===== src/rtl/booth_radix4_seq_if.sv =====
// Operand/product handshake bundle for booth_radix4_seq.
// master = operand producer / product consumer, slave = the multiplier.
interface booth_radix4_seq_if #(
    parameter int WIDTH = 8
);
    logic                 in_valid;
    logic                 in_ready;
    logic [WIDTH-1:0]     multiplicand;
    logic [WIDTH-1:0]     multiplier;
    logic                 is_signed;
    logic                 out_valid;
    logic                 out_ready;
    logic [2*WIDTH-1:0]   product;

    modport master (
        output in_valid, multiplicand, multiplier, is_signed, out_ready,
        input  in_ready, out_valid, product
    );

    modport slave (
        input  in_valid, multiplicand, multiplier, is_signed, out_ready,
        output in_ready, out_valid, product
    );
endinterface


===== src/rtl/booth_radix4_seq.sv =====
// Sequential radix-4 Booth multiplier, signed/unsigned, 2 multiplier bits per clock.
// valid/ready on both operand and product sides; WIDTH must match the bus interface.
module booth_radix4_seq #(
    parameter int WIDTH = 8
) (
    input logic               clk,
    input logic               reset,
    booth_radix4_seq_if.slave bus
);
    localparam int E  = WIDTH + 2;
    localparam int N  = E / 2;
    localparam int CW = $clog2(N + 1);

    if (WIDTH < 4 || (WIDTH % 2) != 0) begin : g_bad_width
        $error("booth_radix4_seq: WIDTH must be even and >= 4");
    end

    typedef enum logic [1:0] {IDLE, RUN, DONE} state_t;

    state_t               state, state_nx;
    logic [2*E+1:0]       pp;
    logic [E:0]           m_pos, m_neg, m2_pos, m2_neg;
    logic [CW-1:0]        step;
    logic [2*WIDTH-1:0]   prod_r;

    logic [E-1:0]         m_ext, a_ext;
    logic [E:0]           addend, acc_sum;
    logic [2*E+1:0]       pp_add, pp_shift;
    logic                 accept, last_step;

    // pp layout: {acc[E:0], multiplier[E-1:0], guard}
    always_comb begin
        m_ext = bus.is_signed ? {{2{bus.multiplicand[WIDTH-1]}}, bus.multiplicand}
                              : {2'b00, bus.multiplicand};
        a_ext = bus.is_signed ? {{2{bus.multiplier[WIDTH-1]}}, bus.multiplier}
                              : {2'b00, bus.multiplier};

        case (pp[2:0])
            3'b001, 3'b010: addend = m_pos;
            3'b011:         addend = m2_pos;
            3'b100:         addend = m2_neg;
            3'b101, 3'b110: addend = m_neg;
            default:        addend = '0;
        endcase

        acc_sum  = pp[2*E+1:E+1] + addend;
        pp_add   = {acc_sum, pp[E:0]};
        pp_shift = {{2{acc_sum[E]}}, pp_add[2*E+1:2]};
    end

    always_comb begin
        state_nx  = state;
        accept    = 1'b0;
        last_step = 1'b0;
        case (state)
            IDLE: begin
                if (bus.in_valid) begin
                    accept   = 1'b1;
                    state_nx = RUN;
                end
            end
            RUN: begin
                if (step == CW'(N - 1)) begin
                    last_step = 1'b1;
                    state_nx  = DONE;
                end
            end
            DONE: begin
                if (bus.out_ready) state_nx = IDLE;
            end
            default: state_nx = IDLE;
        endcase

        bus.in_ready  = (state == IDLE);
        bus.out_valid = (state == DONE);
        bus.product   = prod_r;
    end

    always_ff @(posedge clk) begin
        if (reset) state <= IDLE;
        else       state <= state_nx;
    end

    always_ff @(posedge clk) begin
        if (reset) begin
            pp     <= '0;
            m_pos  <= '0;
            m_neg  <= '0;
            m2_pos <= '0;
            m2_neg <= '0;
            step   <= '0;
            prod_r <= '0;
        end else if (accept) begin
            pp     <= {{(E+1){1'b0}}, a_ext, 1'b0};
            m_pos  <= {m_ext[E-1], m_ext};
            m_neg  <= -{m_ext[E-1], m_ext};
            m2_pos <= {m_ext, 1'b0};
            m2_neg <= -{m_ext, 1'b0};
            step   <= '0;
        end else if (state == RUN) begin
            pp   <= pp_shift;
            step <= step + 1'b1;
            if (last_step) prod_r <= pp_shift[2*WIDTH:1];
        end
    end
endmodule


===== src/flat_wrapper.sv =====
// flat-port wrapper written by rule: the top's interface ports become plain ports
module booth_radix4_seq_flat 
#(
    parameter int WIDTH = 8
)
  (clk, reset, bus_in_valid, bus_multiplicand, bus_multiplier, bus_is_signed, bus_out_ready, bus_in_ready, bus_out_valid, bus_product);
  booth_radix4_seq_if #(.WIDTH(WIDTH)) bus_i ();
  input logic clk;
  input logic reset;
  input wire logic [$bits(bus_i.in_valid)-1:0] bus_in_valid;
  input wire logic [$bits(bus_i.multiplicand)-1:0] bus_multiplicand;
  input wire logic [$bits(bus_i.multiplier)-1:0] bus_multiplier;
  input wire logic [$bits(bus_i.is_signed)-1:0] bus_is_signed;
  input wire logic [$bits(bus_i.out_ready)-1:0] bus_out_ready;
  output wire logic [$bits(bus_i.in_ready)-1:0] bus_in_ready;
  output wire logic [$bits(bus_i.out_valid)-1:0] bus_out_valid;
  output wire logic [$bits(bus_i.product)-1:0] bus_product;
  assign bus_i.in_valid = bus_in_valid;
  assign bus_i.multiplicand = bus_multiplicand;
  assign bus_i.multiplier = bus_multiplier;
  assign bus_i.is_signed = bus_is_signed;
  assign bus_i.out_ready = bus_out_ready;
  assign bus_in_ready = bus_i.in_ready;
  assign bus_out_valid = bus_i.out_valid;
  assign bus_product = bus_i.product;
  booth_radix4_seq #(.WIDTH(WIDTH)) u_core (.clk(clk), .reset(reset), .bus(bus_i));
endmodule

===== config.mk =====
export PLATFORM = sky130hd
export DESIGN_NAME = booth_radix4_seq_flat
export DESIGN_NICKNAME = d
export VERILOG_FILES = /design/src/rtl/booth_radix4_seq_if.sv /design/src/rtl/booth_radix4_seq.sv /design/src/flat_wrapper.sv
export SDC_FILE = /design/constraint.sdc
export NUM_CORES = 1
export LEC_CHECK = 0
export ABC_AREA = 1
export BUFFER_PORTS_ARGS = -buffer_cell sky130_fd_sc_hd__clkbuf_2
export CAP_MARGIN = 10
export CORE_MARGIN = 2
export CORE_UTILIZATION = 55
export DETAILED_ROUTE_END_ITERATION = 12
export MAX_ROUTING_LAYER = met4
export PLACE_DENSITY = 0.84
export SYNTH_ARGS = -nofsm -noshare
export SYNTH_HDL_FRONTEND = slang
export SYNTH_SLANG_ARGS = --single-unit

===== constraint.sdc =====
create_clock -name clk -period 5.36 [get_ports clk]
set_clock_uncertainty 0.1 [all_clocks]
set_input_delay 0.268 -clock clk [delete_from_list [all_inputs] [get_ports clk]]
set_output_delay 0.268 -clock clk [all_outputs]
set_load 0.1 [all_outputs]

==> flow_metrics.tcl <==
set metrics [dict create \
    antenna_left 0 \
    swShare 0.286 \
    hold_slack_ns 0.0886 \
    grt_max_degree 31 \
    fin_area_um2 3580 \
    ys_seq_area_frac 0.373 \
    maxSlewViolCount 0 \
    grt.overflow.total 0 \
    startpoint_type "flip-flop" \
    num_rows 27 \
    comb_power_share 0.127 \
    grt_usage 0.257 \
    total_power_mw 1.01 \
    dpl.hpwl_um 5500 \
    gp_congestion 0.990 \
    outcome "finished clean" \
    num-fill-cells 494 \
    crit_type "reg -> reg" \
    switchingPower_mw 0.289 \
    finalHoldViolCount 0 \
    synth_area_leader_cell "dfxtp_1" \
    cpMostUsedCell "nand2_1" \
    crit_slowest_cell "ha_1" \
    dpl-instance-area_um2 3390 \
    clockRootBuffer "clkbuf_8" \
    fin_setup_tns_ns 0 \
    p_int_mw 0.722 \
    cp-startpoint "u_core.pp[1]" \
    diodes 0 \
    clockBufferDepth 2 \
    area_growth_syn_to_layout_pct 11.1 \
    r2r_cells 18 \
    drt-total-wl_um 7450 \
    drive_above_1_share 0.160 \
    port_buffers 38 \
    synth-edff-count 0 \
    cp_top_family "simple AND/OR/NAND/NOR gates" \
    synth.distinct_cells 35 \
    drtIter0Drc 193 \
    grt_pass1_wl_um 12500 \
    crit_end "u_core.pp[19]" \
    finalCritPeriodShare 0.508 \
    numClockSinks 60 \
    yosys-top-cells-area "dfxtp_1 37%, nand2_1 12%, inv_1 7.1%" \
    min_path_type "in -> reg" \
    wl_per_cell_um 13.3 \
    layout.nets 517 \
    post_cts_buffers 0 \
    crit_fanout 7 \
    p_leak_nw 1.67 \
    grt_pass1_vias 2693 \
    syn-cell-area_um2 3220 \
    synth.most_common_cell "nand2_1" \
    setup_viol 0 \
    drc 0 \
    async_flop_share 0 \
    ctsHoldBuffers 0 \
    cts_tree "yes" \
    synth_cells 446 \
    path_depth 18 \
    cts.reportedPaths.clkPinSlew_ns 0.07 \
    r2r-start "u_core.pp[1]" \
    hp-start "bus_out_ready" \
    max_stage_delay_ns 0.40 \
    cts_resized 0 \
    worst_pin_slew_ns 0.724 \
    rsz0062_at_grt "no" \
    path_buf_inv 3 \
    first_pass_iters 5 \
    cp-end-kind "flip-flop" \
    clockPowerShare 0.396 \
    antenna_found_initial 0 \
    r2r_slack_ns 2.64 \
    max_cap_violations 0 \
    design.core.area_um2 5570 \
    numCtsBuffers 9 \
    synth_commonest_cells "105 x nand2_1, 61 x inv_1, 60 x dfxtp_1" \
    clk_latency_ns 0.33 \
    die_area_um2 6490 \
    synth_nets 481 \
    r2r-end "u_core.pp[19]" \
    avgSynthCellArea_um2 7.22 \
    synthFlopType "dfxtp_1" \
    worstPathRequired_ns 5.53 \
    die_x_um 80.5 \
    synth-seq-cells 60 \
    synth-warning-count 0 \
    period_needed_ns 2.72 \
    synth_top_area_frac 0.373 \
    max_clock_freq_mhz 367 \
    pin_count 39 \
    arrival_ns 2.89 \
    vias 2994 \
    peakVddDrop_v 0.000181 \
    die_height_um 80.5 \
    seqPwrFrac 0.476 \
    initial_core_util 0.578 \
    drt-vias-per-instance 5.36 \
    power_density_nw_per_um2 282 \
    htreeDepth 3 \
    max-slew-margin-rel 0.518 \
    path_cells "nand2_1 -> inv_1 -> nor2_1 -> nand2_1 -> inv_1 -> a221oi_1 -> o21ai_0 -> ha_1 -> nand2_1 -> nor2_2 -> nand2_1 -> nand3_1 -> nand2_1 -> nand3_1 -> nand3_1 -> nand2_1 -> inv_1 -> nor2_1" \
]
## through the flow
step                      cells  setup WS, ns   util
after floorplan             446          3.07      -
after global placement      543          2.71  0.607
after detailed placement    543          2.67  0.607
after CTS                   559          2.65  0.642
after global routing        559          2.33  0.642
final                       559          2.64  0.642
## worst min path at each step
stage | depth (start not counted) | slack [ns] | endpoint
6_report | 4 | 0.09 | u_core.state[1]
5_1_grt | 3 | 0.08 | u_core.pp[7]
4_1_cts | 3 | 0.08 | u_core.pp[7]
3_5_place_dp | 2 | 0.35 | u_core.bus.product[3]
3_3_place_gp | 2 | 0.35 | u_core.bus.product[3]
2_1_floorplan | 2 | 0.32 | u_core.m_pos[5]
## cell usage in the layout, fill, tap and decap left out, drive strengths merged, types with 6 or more instances in the layout
cell type and count:
nand3 22, a31oi 11, dfxtp 60, xor2 6, clkbuf 48, ha 13
a21oi 26, nor2 55, inv 68, o21ai 29, nand2 110
## power groups by stage
stage / clock (mW) / combinational [mW] / sequential, mW
2_1_floorplan: 0 / 0.102 / 0.487
3_3_place_gp: 0 / 0.125 / 0.491
3_5_place_dp: 0 / 0.127 / 0.491
4_1_cts: 0.403 / 0.128 / 0.481
5_1_grt: 0.421 / 0.145 / 0.484
6_report: 0.401 / 0.128 / 0.481
## worst register-to-register path, stage by stage (launching register included)
cell      delay [ns]
dfxtp_1         0.38
nand2_1         0.12
inv_1           0.09
nor2_1          0.04
nand2_1         0.08
inv_1           0.11
a221oi_1        0.26
o21ai_0         0.18
ha_1            0.40
nand2_1         0.11
nor2_2          0.13
nand2_1         0.06
nand3_1         0.16
nand2_1         0.08
nand3_1         0.09
nand3_1         0.07
nand2_1         0.08
inv_1           0.04
nor2_1          0.09
## sequential cells by signal, summed over array words and instances (netlist names)
signal	cells
u_core.step	3
u_core.m_pos	8
u_core.m_neg	2
u_core.m2_neg	9
u_core.pp	20
u_core.state	2
u_core.bus.product	16
## final cells by class
type | instances | area [µm²] | area share
Clock inverter | 6 | 65.1 | 0.0182
Multi-Input combinational cell | 305 | 1640 | 0.459
Inverter | 68 | 260 | 0.0727
Tap cell | 72 | 90.1 | 0.0252
Timing Repair Buffer | 38 | 190 | 0.0531
Sequential cell | 60 | 1200 | 0.336
Clock buffer | 10 | 128 | 0.0357
## kinds of logic after synthesis
kind of cell,Yosys count,share of synthesized area
buf+inv,81,0.117
compound gates,90,0.177
xor+xnor,7,0.0190
simple gates,194,0.258
fa+ha+maj,14,0.0567
flops,60,0.373
## layer usage
layer / share of wire / global-route usage / wire [µm] / vias up
met5: 0 / - / 0 / -
met4: 0.021 / 0.105 / 153 / 0
met3: 0.059 / 0.0506 / 438 / 20
met2: 0.47 / 0.386 / 3520 / 99
met1: 0.45 / 0.340 / 3340 / 1353
li1: - / - / - / 1522
No activity file was read; power rests on OpenSTA's default activity.
